## src/rtl/cpu_writeback_if.sv

```systemverilog
// Result/writeback bus bundle for cpu_writeback.
// Carries the ALU and load-unit result handshakes, the issue-side pending-write
// marker, the busy scoreboard, the register-file write port and the forwarding
// lookup.  "slave" is the writeback unit's view, "master" the surrounding core's.
interface cpu_writeback_if;
    logic        alu_valid;
    logic        alu_ready;
    logic [2:0]  alu_dest;
    logic [31:0] alu_data;

    logic        mem_valid;
    logic        mem_ready;
    logic [2:0]  mem_dest;
    logic [31:0] mem_data;

    logic        issue_valid;
    logic [2:0]  issue_dest;
    logic [7:0]  busy;

    logic        write_enable;
    logic [2:0]  write_dest;
    logic [31:0] write_data;

    logic [2:0]  fwd_addr;
    logic        fwd_hit;
    logic [31:0] fwd_data;

    modport master (
        output alu_valid, alu_dest, alu_data,
        input  alu_ready,
        output mem_valid, mem_dest, mem_data,
        input  mem_ready,
        output issue_valid, issue_dest,
        input  busy,
        input  write_enable, write_dest, write_data,
        output fwd_addr,
        input  fwd_hit, fwd_data
    );

    modport slave (
        input  alu_valid, alu_dest, alu_data,
        output alu_ready,
        input  mem_valid, mem_dest, mem_data,
        output mem_ready,
        input  issue_valid, issue_dest,
        output busy,
        output write_enable, write_dest, write_data,
        input  fwd_addr,
        output fwd_hit, fwd_data
    );
endinterface

```

## src/rtl/cpu_writeback.sv

```systemverilog
// cpu_writeback: merges ALU and load-unit results into one register-file
// write port through a small result FIFO, and keeps a per-register
// pending-write (busy) scoreboard.
// The load unit has fixed priority over the ALU.  One entry is popped on every
// edge the FIFO is non-empty; the popped entry drives the registered write port.
// Optional macro CPU_WB_BYPASS_EN compiles in a combinational forwarding lookup
// over the queued entries and the write output register; without it the
// forwarding outputs are tied to zero.
module cpu_writeback #(
    parameter int DEPTH = 4
) (
    input logic            clk,
    input logic            rst_n,
    cpu_writeback_if.slave wb
);
    localparam int PTR_W = $clog2(DEPTH);
    localparam int CNT_W = PTR_W + 1;

    generate
        if (DEPTH != 2 && DEPTH != 4 && DEPTH != 8) begin : g_bad_depth
            $error("cpu_writeback: DEPTH must be 2, 4 or 8");
        end
    endgenerate

    typedef struct packed {
        logic [2:0]  dest;
        logic [31:0] data;
    } entry_t;

    // Storage is deliberately left out of reset; only entries between the
    // pointers are ever meaningful.
    entry_t            fifo_q [DEPTH];

    logic [PTR_W-1:0]  wr_ptr_q, wr_ptr_d;
    logic [PTR_W-1:0]  rd_ptr_q, rd_ptr_d;
    logic [CNT_W-1:0]  count_q, count_d;

    logic              write_enable_q, write_enable_d;
    logic [2:0]        write_dest_q, write_dest_d;
    logic [31:0]       write_data_q, write_data_d;

    logic [7:0]        busy_q, busy_d;

    logic              space;
    logic              push_mem;
    logic              push_alu;
    logic              push;
    logic              pop;
    entry_t            push_entry;

    // The ALU yields whenever the load unit is presenting a result, so at most
    // one source is accepted per edge.
    assign space        = (count_q < CNT_W'(DEPTH));
    assign wb.mem_ready = space;
    assign wb.alu_ready = space & ~wb.mem_valid;

    assign push_mem = wb.mem_valid & space;
    assign push_alu = wb.alu_valid & space & ~wb.mem_valid;
    assign push     = push_mem | push_alu;
    // A freshly pushed entry is only visible to the pop side on the next edge,
    // because pop looks at the registered count.
    assign pop      = (count_q != '0);

    assign wb.write_enable = write_enable_q;
    assign wb.write_dest   = write_dest_q;
    assign wb.write_data   = write_data_q;
    assign wb.busy         = busy_q;

    // Select the accepted source (load unit first) for the tail slot.
    always_comb begin
        push_entry.dest = wb.alu_dest;
        push_entry.data = wb.alu_data;
        if (push_mem) begin
            push_entry.dest = wb.mem_dest;
            push_entry.data = wb.mem_data;
        end
    end

    // Pointer and occupancy next-state; pointers wrap naturally at DEPTH.
    always_comb begin
        wr_ptr_d = wr_ptr_q;
        rd_ptr_d = rd_ptr_q;
        count_d  = count_q;
        if (push) begin
            wr_ptr_d = wr_ptr_q + PTR_W'(1);
        end
        if (pop) begin
            rd_ptr_d = rd_ptr_q + PTR_W'(1);
        end
        if (push && !pop) begin
            count_d = count_q + CNT_W'(1);
        end else if (!push && pop) begin
            count_d = count_q - CNT_W'(1);
        end
    end

    // Register-file write port: load the head on a pop, otherwise hold dest/data.
    always_comb begin
        write_enable_d = pop;
        write_dest_d   = write_dest_q;
        write_data_d   = write_data_q;
        if (pop) begin
            write_dest_d = fifo_q[rd_ptr_q].dest;
            write_data_d = fifo_q[rd_ptr_q].data;
        end
    end

    // Busy scoreboard: the write committing this edge clears its bit, a new
    // issue to the same register sets it again (set has the last word).
    always_comb begin
        busy_d = busy_q;
        if (write_enable_q) begin
            busy_d[write_dest_q] = 1'b0;
        end
        if (wb.issue_valid) begin
            busy_d[wb.issue_dest] = 1'b1;
        end
    end

    // Result storage write at the tail.
    always_ff @(posedge clk) begin
        if (push) begin
            fifo_q[wr_ptr_q] <= push_entry;
        end
    end

    // Control, write port and scoreboard state with asynchronous reset.
    always_ff @(posedge clk or negedge rst_n) begin
        if (!rst_n) begin
            wr_ptr_q       <= '0;
            rd_ptr_q       <= '0;
            count_q        <= '0;
            write_enable_q <= 1'b0;
            write_dest_q   <= '0;
            write_data_q   <= '0;
            busy_q         <= '0;
        end else begin
            wr_ptr_q       <= wr_ptr_d;
            rd_ptr_q       <= rd_ptr_d;
            count_q        <= count_d;
            write_enable_q <= write_enable_d;
            write_dest_q   <= write_dest_d;
            write_data_q   <= write_data_d;
            busy_q         <= busy_d;
        end
    end

`ifdef CPU_WB_BYPASS_EN
    logic             fwd_hit_w;
    logic [31:0]      fwd_data_w;
    logic [PTR_W-1:0] fwd_idx;

    // Forwarding lookup: start from the output register, then walk the queue
    // oldest to newest so the youngest match overrides older ones.
    always_comb begin
        fwd_hit_w  = 1'b0;
        fwd_data_w = '0;
        fwd_idx    = rd_ptr_q;
        if (write_enable_q && (write_dest_q == wb.fwd_addr)) begin
            fwd_hit_w  = 1'b1;
            fwd_data_w = write_data_q;
        end
        for (int i = 0; i < DEPTH; i++) begin
            fwd_idx = rd_ptr_q + PTR_W'(i);
            if ((CNT_W'(i) < count_q) && (fifo_q[fwd_idx].dest == wb.fwd_addr)) begin
                fwd_hit_w  = 1'b1;
                fwd_data_w = fifo_q[fwd_idx].data;
            end
        end
    end

    assign wb.fwd_hit  = fwd_hit_w;
    assign wb.fwd_data = fwd_data_w;
`else
    logic unused_fwd_addr;

    assign unused_fwd_addr = ^wb.fwd_addr;
    assign wb.fwd_hit      = 1'b0;
    assign wb.fwd_data     = 32'd0;
`endif

endmodule

```

## src/flat_wrapper.sv

```systemverilog
// flat-port wrapper written by rule: the top's interface ports become plain ports
module cpu_writeback_flat 
#(
    parameter int DEPTH = 4
)
  (clk, rst_n, wb_alu_valid, wb_alu_dest, wb_alu_data, wb_alu_ready, wb_mem_valid, wb_mem_dest, wb_mem_data, wb_mem_ready, wb_issue_valid, wb_issue_dest, wb_busy, wb_write_enable, wb_write_dest, wb_write_data, wb_fwd_addr, wb_fwd_hit, wb_fwd_data);
  cpu_writeback_if wb_i ();
  input logic clk;
  input logic rst_n;
  input wire logic [$bits(wb_i.alu_valid)-1:0] wb_alu_valid;
  input wire logic [$bits(wb_i.alu_dest)-1:0] wb_alu_dest;
  input wire logic [$bits(wb_i.alu_data)-1:0] wb_alu_data;
  output wire logic [$bits(wb_i.alu_ready)-1:0] wb_alu_ready;
  input wire logic [$bits(wb_i.mem_valid)-1:0] wb_mem_valid;
  input wire logic [$bits(wb_i.mem_dest)-1:0] wb_mem_dest;
  input wire logic [$bits(wb_i.mem_data)-1:0] wb_mem_data;
  output wire logic [$bits(wb_i.mem_ready)-1:0] wb_mem_ready;
  input wire logic [$bits(wb_i.issue_valid)-1:0] wb_issue_valid;
  input wire logic [$bits(wb_i.issue_dest)-1:0] wb_issue_dest;
  output wire logic [$bits(wb_i.busy)-1:0] wb_busy;
  output wire logic [$bits(wb_i.write_enable)-1:0] wb_write_enable;
  output wire logic [$bits(wb_i.write_dest)-1:0] wb_write_dest;
  output wire logic [$bits(wb_i.write_data)-1:0] wb_write_data;
  input wire logic [$bits(wb_i.fwd_addr)-1:0] wb_fwd_addr;
  output wire logic [$bits(wb_i.fwd_hit)-1:0] wb_fwd_hit;
  output wire logic [$bits(wb_i.fwd_data)-1:0] wb_fwd_data;
  assign wb_i.alu_valid = wb_alu_valid;
  assign wb_i.alu_dest = wb_alu_dest;
  assign wb_i.alu_data = wb_alu_data;
  assign wb_alu_ready = wb_i.alu_ready;
  assign wb_i.mem_valid = wb_mem_valid;
  assign wb_i.mem_dest = wb_mem_dest;
  assign wb_i.mem_data = wb_mem_data;
  assign wb_mem_ready = wb_i.mem_ready;
  assign wb_i.issue_valid = wb_issue_valid;
  assign wb_i.issue_dest = wb_issue_dest;
  assign wb_busy = wb_i.busy;
  assign wb_write_enable = wb_i.write_enable;
  assign wb_write_dest = wb_i.write_dest;
  assign wb_write_data = wb_i.write_data;
  assign wb_i.fwd_addr = wb_fwd_addr;
  assign wb_fwd_hit = wb_i.fwd_hit;
  assign wb_fwd_data = wb_i.fwd_data;
  cpu_writeback #(.DEPTH(DEPTH)) u_core (.clk(clk), .rst_n(rst_n), .wb(wb_i));
endmodule
```

## config.mk

```make
export PLATFORM = sky130hd
export DESIGN_NAME = cpu_writeback_flat
export DESIGN_NICKNAME = d
export VERILOG_FILES = /design/src/rtl/cpu_writeback_if.sv /design/src/rtl/cpu_writeback.sv /design/src/flat_wrapper.sv
export SDC_FILE = /design/constraint.sdc
export NUM_CORES = 1
export LEC_CHECK = 0
export ABC_AREA = 1
export BUFFER_PORTS_ARGS = -buffer_cell sky130_fd_sc_hd__buf_2
export CAP_MARGIN = 10
export CORE_MARGIN = 3
export CORE_UTILIZATION = 60
export CTS_CLUSTER_SIZE = 16
export DETAILED_ROUTE_END_ITERATION = 16
export PLACE_DENSITY_LB_ADDON = 0.12
export SETUP_SLACK_MARGIN = 0.5
export SLEW_MARGIN = 20
export SYNTH_ARGS = -nofsm -noshare
export SYNTH_HDL_FRONTEND = slang
export SYNTH_SLANG_ARGS = --single-unit
```

## constraint.sdc

```tcl
create_clock -name clk -period 5.15 [get_ports clk]
set_clock_uncertainty 0.2 [all_clocks]
set_input_delay 0.515 -clock clk [delete_from_list [all_inputs] [get_ports clk]]
set_output_delay 0.515 -clock clk [all_outputs]
set_load 0.05 [all_outputs]
```

After elaboration in Yosys (flattened, before gate mapping)
Memory sizes are Yosys's and may differ from the RTL's. A register that Yosys moved wholly into a read port is not among the register bits.
Index checks and enable logic that the tools add are counted.

operators by class
  add/sub/neg operators = 4
  $lt $le $gt $ge = 5
  muxes and demuxes = 11
  bitwise logic cells = 9
  reductions and logical operators = 9

operators with widths
  operator               count
  $mux W35               1
  $mux W8                2
  $and A8 B8 Y8          1
  $lt A3 B4 Y1 const B   2
  $not A8 Y8             1
  $or A8 B8 Y8           1
  $demux W1 S3           2
  $ge A3 B1 Y1 const B   2
  $mux W3                2
  $add A2 B1 Y2 const B  2
  $and A1 B1 Y1          4
  $logic_and A1 B1 Y1    4
  $mux W1                4
  $add A3 B1 Y3 const B  1
  $logic_not A1 Y1       3
  $lt A3 B3 Y1 const B   1
  $reduce_bool A3 Y1     1
  $sub A3 B1 Y3 const B  1
  $reduce_bool A2 Y1     1
  $not A1 Y1             1
  $or A1 B1 Y1           1

word-level totals
  register bits = 16
  bits in writable memories = 140
  input bits = 81
  output and inout bits = 79
  word-level logic and storage cells = 44
  memories = 1

memory list
  name           depth  width  read ports  clocked after memory_dff  wr ports  RTL line             source
  u_core.fifo_q  4      35     1           1                         1         cpu_writeback.sv:32  entry_t fifo_q [DEPTH];

Logic depth before layout (Yosys ltp)
  word-level depth = 9
  gate-level depth with buffers = 10
  depth with buffers taken out = 9

Worst setup path after synthesis
No wires, ideal clock.

  path kind = input port to flip-flop
  from = input port wb_mem_valid
  to = memory u_core.fifo_q[0][0] (netlist name) (enable)
  arrival time = 2164 ps
  path slack = 2359 ps
  cell stages on the path = 2
  path buffers = 0
  cell sequence = o21ai_1 > nor2_1

on the way
  longest elaborated chain between the ends = 5
  elaborated cells between the ends (all ways) = 6
  classes of those cells = mux (2); bitwise (4)

RTL lines
  what                               RTL line              source
  start: declaration                 flat_wrapper.sv:14    input wire logic [$bits(wb_i.mem_valid)-1:0] wb_mem_valid;
  $not A1 Y1                         cpu_writeback.sv:58   assign push_alu = wb.alu_valid & space & ~wb.mem_valid;
  $and A1 B1 Y1                      cpu_writeback.sv:58
  $or A1 B1 Y1 (*)                   cpu_writeback.sv:59   assign push = push_mem | push_alu;
  $mux W1 (*)                        cpu_writeback.sv:122  if (push) begin
  $mux W1 (not written as such) (*)  cpu_writeback.sv:123  fifo_q[wr_ptr_q] <= push_entry;
  end: declaration                   cpu_writeback.sv:32

Every way passes the cells marked *; elsewhere a longest branch is shown, timed or not.

Worst setup path in the final report
  from = register u_core.count_q[2]
  to = register u_core.count_q[1]

on the way
  longest elaborated chain between the ends = 7
  elaborated cells between the ends (all ways) = 12
  classes of those cells = order compare (1); mux (1); bitwise (4); reduce/logical (6)

RTL lines
  what                                 RTL line              source
  start: declaration                   cpu_writeback.sv:36   logic [CNT_W-1:0] count_q, count_d;
  start signal: assignment             cpu_writeback.sv:140  count_q <= count_d;
  $lt A3 B3 Y1                         cpu_writeback.sv:53   assign space = (count_q < CNT_W'(DEPTH));
  $and A1 B1 Y1 (2 in a row)           cpu_writeback.sv:58
  $or A1 B1 Y1                         cpu_writeback.sv:59
  $logic_not A1 Y1                     cpu_writeback.sv:92   end else if (!push && pop) begin
  $logic_and A1 B1 Y1                  cpu_writeback.sv:92
  $reduce_bool A2 Y1 (no source line)  -

Several ways; a longest one is shown, not always the timed one.
A chain may end at the register's enable or synchronous reset.

==> results_tabular.tex <==
\begin{tabular}{lr}
\hline
Metric & Value \\
\hline
\multicolumn{2}{l}{\textbf{Floorplanning}} \\
\quad Floorplan die area & 0.0161 mm2 \\
\quad Area of the core & 0.0141 mm2 \\
\quad Starting Density & 0.623 \\
\quad Die W & 127 um \\
\quad I/O pin cnt & 160 \\
\quad Rows & 43 \\
\quad Die height & 127 um \\
\multicolumn{2}{l}{\textbf{Clocking}} \\
\quad Max clock buf depth & 2 \\
\quad Clock insertion delay at the later pin of the skew report & 0.42 ns \\
\quad Hold buffer count at CTS & 0 \\
\quad Root buffer cell & clkbuf\_16 \\
\quad Clock-pin slew reported for the worst setup and hold paths after clock tree synthesis & 0.06 ns \\
\quad Cts repair resizes & 0 \\
\quad Post-CTS setup buffer count & 0 \\
\quad Clk sink count & 191 \\
\quad CTS tree & built \\
\quad Count of H-tree levels built during CTS & 4 \\
\quad Number of buffers created by CTS & 17 \\
\multicolumn{2}{l}{\textbf{Cells and area}} \\
\quad Most frequent cells in the layout & nand2\_1 (367), inv\_1 (157), edfxtp\_1 (140) \\
\quad Fraction of layout cells with a size suffix above 1 & 0.163 \\
\quad Leading cell type in the layout, fill and taps excluded & nand2\_1 \\
\quad Filler Cells Inserted & 1095 \\
\quad P\&R area growth vs syn & 12.9\% \\
\quad N\_diodes & 0 \\
\quad Nets@finish & 1136 \\
\multicolumn{2}{l}{\textbf{Worst setup path}} \\
\quad Beginning of the critical path & u\_core.count\_q[2] \\
\quad Arrival time at the worst endpoint & 3.51 ns \\
\quad Setup slack on the worst flop-to-flop path & 1.75 ns \\
\quad Number of cells traversed by the worst register-to-register path & 8 \\
\quad Cell type with the highest occurrence count on the critical path & inv\_1 \\
\quad Cell breakdown of the critical path & inv\_1, buf\_4, nand2\_2, inv\_4, ha\_1, inv\_1, nand3\_1, xor2\_1 \\
\quad Required time reported for the critical path endpoint & 5.26 ns \\
\quad Kind of launch point of the worst setup path & flip-flop \\
\quad Crit. End Element & flip-flop \\
\quad Max stage delay cell, worst path & inv\_4 \\
\quad Launching point of the worst reg2reg path & u\_core.count\_q[2] \\
\quad Top fanout value on the critical path & 39 \\
\quad Crit-path leading delay family & buffers and inverters \\
\quad Count of cell instances traversed by the critical path & 8 \\
\quad Crit path largest cell delay & 0.59 ns \\
\quad Crit Path Category & reg2reg \\
\quad Capture point of the critical path & u\_core.count\_q[1] \\
\quad Reg2Reg Capture Point & u\_core.count\_q[1] \\
\quad Count of buffering cells on the critical path with inverters included & 4 \\
\multicolumn{2}{l}{\textbf{STA}} \\
\quad Final critical-path required period & 3.40 ns \\
\quad Final total negative setup slack & 0 ns \\
\quad Fmax & 294 MHz \\
\quad Final number of hold-violating endpoints & 0 \\
\quad Unrepaired setup endpoints after global routing & no \\
\quad Worst relative slew slack & 0.370 \\
\quad Final worst-path cycle share & 0.660 \\
\quad Max Transition Viols Final & 0 \\
\quad Hold\_ws & 0.00158 ns \\
\quad Worst Tran Pin Value & 0.939 ns \\
\quad Final setup violation count & 0 \\
\multicolumn{2}{l}{\textbf{Synth}} \\
\quad Cell variety after synth & 21 \\
\quad Simple-gate area share of the yosys netlist & 0.225 \\
\quad Synthesized-area fraction occupied by adder cells & 0.00712 \\
\quad Share of synthesized area spent on multiplexers & 0 \\
\quad Number of synthesis warnings & 0 \\
\quad Number of instances in the synthesized netlist & 940 \\
\quad Netlist Area Pre-Place & 0.00878 mm2 \\
\quad Post-synthesis sequential area ratio & 0.624 \\
\quad Combinational family with the most area after synthesis & simple AND/OR/NAND/NOR gates \\
\quad Post-synthesis register bit count & 191 \\
\quad Compound-cell area share of the yosys netlist & 0.0108 \\
\quad Average size of a mapped cell & 9.34 um2 \\
\quad Area share of xor/xnor cells in the synthesized design & 0.00499 \\
\multicolumn{2}{l}{\textbf{Power}} \\
\quad Power density over the cells & 655 mW/mm2 \\
\quad Worst supply voltage drop on vdd & 0.000477 V \\
\quad Leakage & 5.00 nW \\
\multicolumn{2}{l}{\textbf{Global route}} \\
\quad Number of antenna violations at the first check in global routing & 0 \\
\quad Wire length of the first global-routing pass & 29.2 mm \\
\quad Pin count of the biggest net entering global routing & 73 \\
\quad Global routing usage summed across all routing layers & 0.233 \\
\quad Remaining global-route overflow & 0 \\
\quad Via count of the first global-routing pass & 5900 \\
\multicolumn{2}{l}{\textbf{Min path}} \\
\quad Class of the most critical hold timing path & in2async \\
\multicolumn{2}{l}{\textbf{Drt}} \\
\quad Number of optimization iterations in the first detailed-route pass & 5 \\
\quad Total number of vias & 6225 \\
\quad \# DRC & 0 \\
\quad Detailed Route WL & 18.1 mm \\
\quad Antenna violation net count after detailed routing & 0 \\
\quad Number of DRC markers in iteration 0 & 442 \\
\quad Post-detailed-route via-to-cell ratio & 5.01 \\
\quad Routed length per instance & 14.5 um \\
\multicolumn{2}{l}{\textbf{Place}} \\
\quad Routability congestion estimate from global placement & 0.864 \\
\quad Final HPWL DP & 10.8 mm \\
\quad Number of input and output port buffers inserted & 123 \\
\multicolumn{2}{l}{\textbf{Flow run}} \\
\quad Reported max-cap violation count & 0 \\
\multicolumn{2}{l}{\textbf{Status}} \\
\quad Status & completed \\
\hline
\end{tabular}
## registers in the layout, summed over array words and instances (netlist names)
name                    flops
u_core.wr_ptr_q             2
u_core.count_q              3
u_core.fifo_q             140
u_core.wb.busy              8
u_core.wb.write_data       32
u_core.wb.write_dest        3
u_core.wb.write_enable      1
u_core.rd_ptr_q             2
## cells in the mapped netlist (all sizes together)
cell,n,area (um2)
buf,73,521
conb,1,3.75
dfrtp,51,1280
edfxtp,140,4200
ha,5,62.6
inv,160,603
nand2,369,1390
nand3,108,541
nand4,1,6.26
nor2,7,28.8
o21ai,19,95.1
or2,1,6.26
xnor2,1,8.76
xor2,4,35.0
## layer usage
layer,vias to the layer above,part of all wire,track usage
li1,3077,-,-
met3,21,0.064,0.0560
met1,2902,0.43,0.304
met4,0,0.015,0.0650
met2,225,0.49,0.396
met5,-,0,0
## how the worst min path moves through the flow
stage,startpoint,slack [ns],endpoint
final,rst_n,0.002,u_core.wb.write_data[11]
after global routing,rst_n,0.05,u_core.wb.write_data[11]
after CTS,rst_n,0.04,u_core.wb.write_data[11]
after detailed placement,u_core.wb.write_data[3],0.26,u_core.wb.write_data[3]
after global placement,u_core.wb.write_data[30],0.26,u_core.wb.write_data[30]
after floorplan,rst_n,0.02,u_core.count_q[0]
## where the power goes
group	internal (mW)	switching (mW)	total (mW)	leakage (nW)
logic	0.639	2.11	2.74	2.82
registers	2.26	0.182	2.44	1.90
clock network	0.766	0.536	1.30	0.292
## cell families (layout without fill, tap and decap cells)
group                      Yosys count  count (layout)
buffers and inverters              233             324
and+or+nand+nor                    486             486
other                                1              33
AOI/OAI and AO/OA                   19              19
adders and majority gates            5               5
DFF                                191             191
xor gates and xnor gates             5               5
## layout make-up
| class | instances | area, um2 | share of cell area |
|---|---|---|---|
| well taps | 180 | 225 | 0.0227 |
| multi-input cells | 548 | 2330 | 0.235 |
| inverters | 160 | 603 | 0.0608 |
| clock buffers | 22 | 485 | 0.0490 |
| repair buffers | 132 | 683 | 0.0689 |
| flip-flops and latches | 191 | 5480 | 0.553 |
| clock inverters | 10 | 109 | 0.0110 |
## worst register-to-register path: cells and delay by family, from the launching register on
| family | cells | cell delay, ns |
|---|---|---|
| and+or+nand+nor | 2 | 0.68 |
| adders and majority gates | 1 | 0.34 |
| DFF | 1 | 0.42 |
| buffers and inverters | 4 | 1.51 |
| xor gates and xnor gates | 1 | 0.14 |
## stage by stage
stage / worst slack (ns) / area [um2] / cells / power (mW) / utilization
2_1_floorplan: 2.36 / 8900 / 972 / 4.60 / -
3_3_place_gp: 1.83 / 9320 / 1211 / 5.14 / 0.661
3_5_place_dp: 1.73 / 9320 / 1211 / 5.21 / 0.661
4_1_cts: 1.72 / 9910 / 1243 / 6.53 / 0.703
5_1_grt: 1.43 / 9910 / 1243 / 6.93 / 0.703
6_report: 1.75 / 9910 / 1243 / 6.49 / 0.703
No activity file was read; power rests on OpenSTA's default activity.
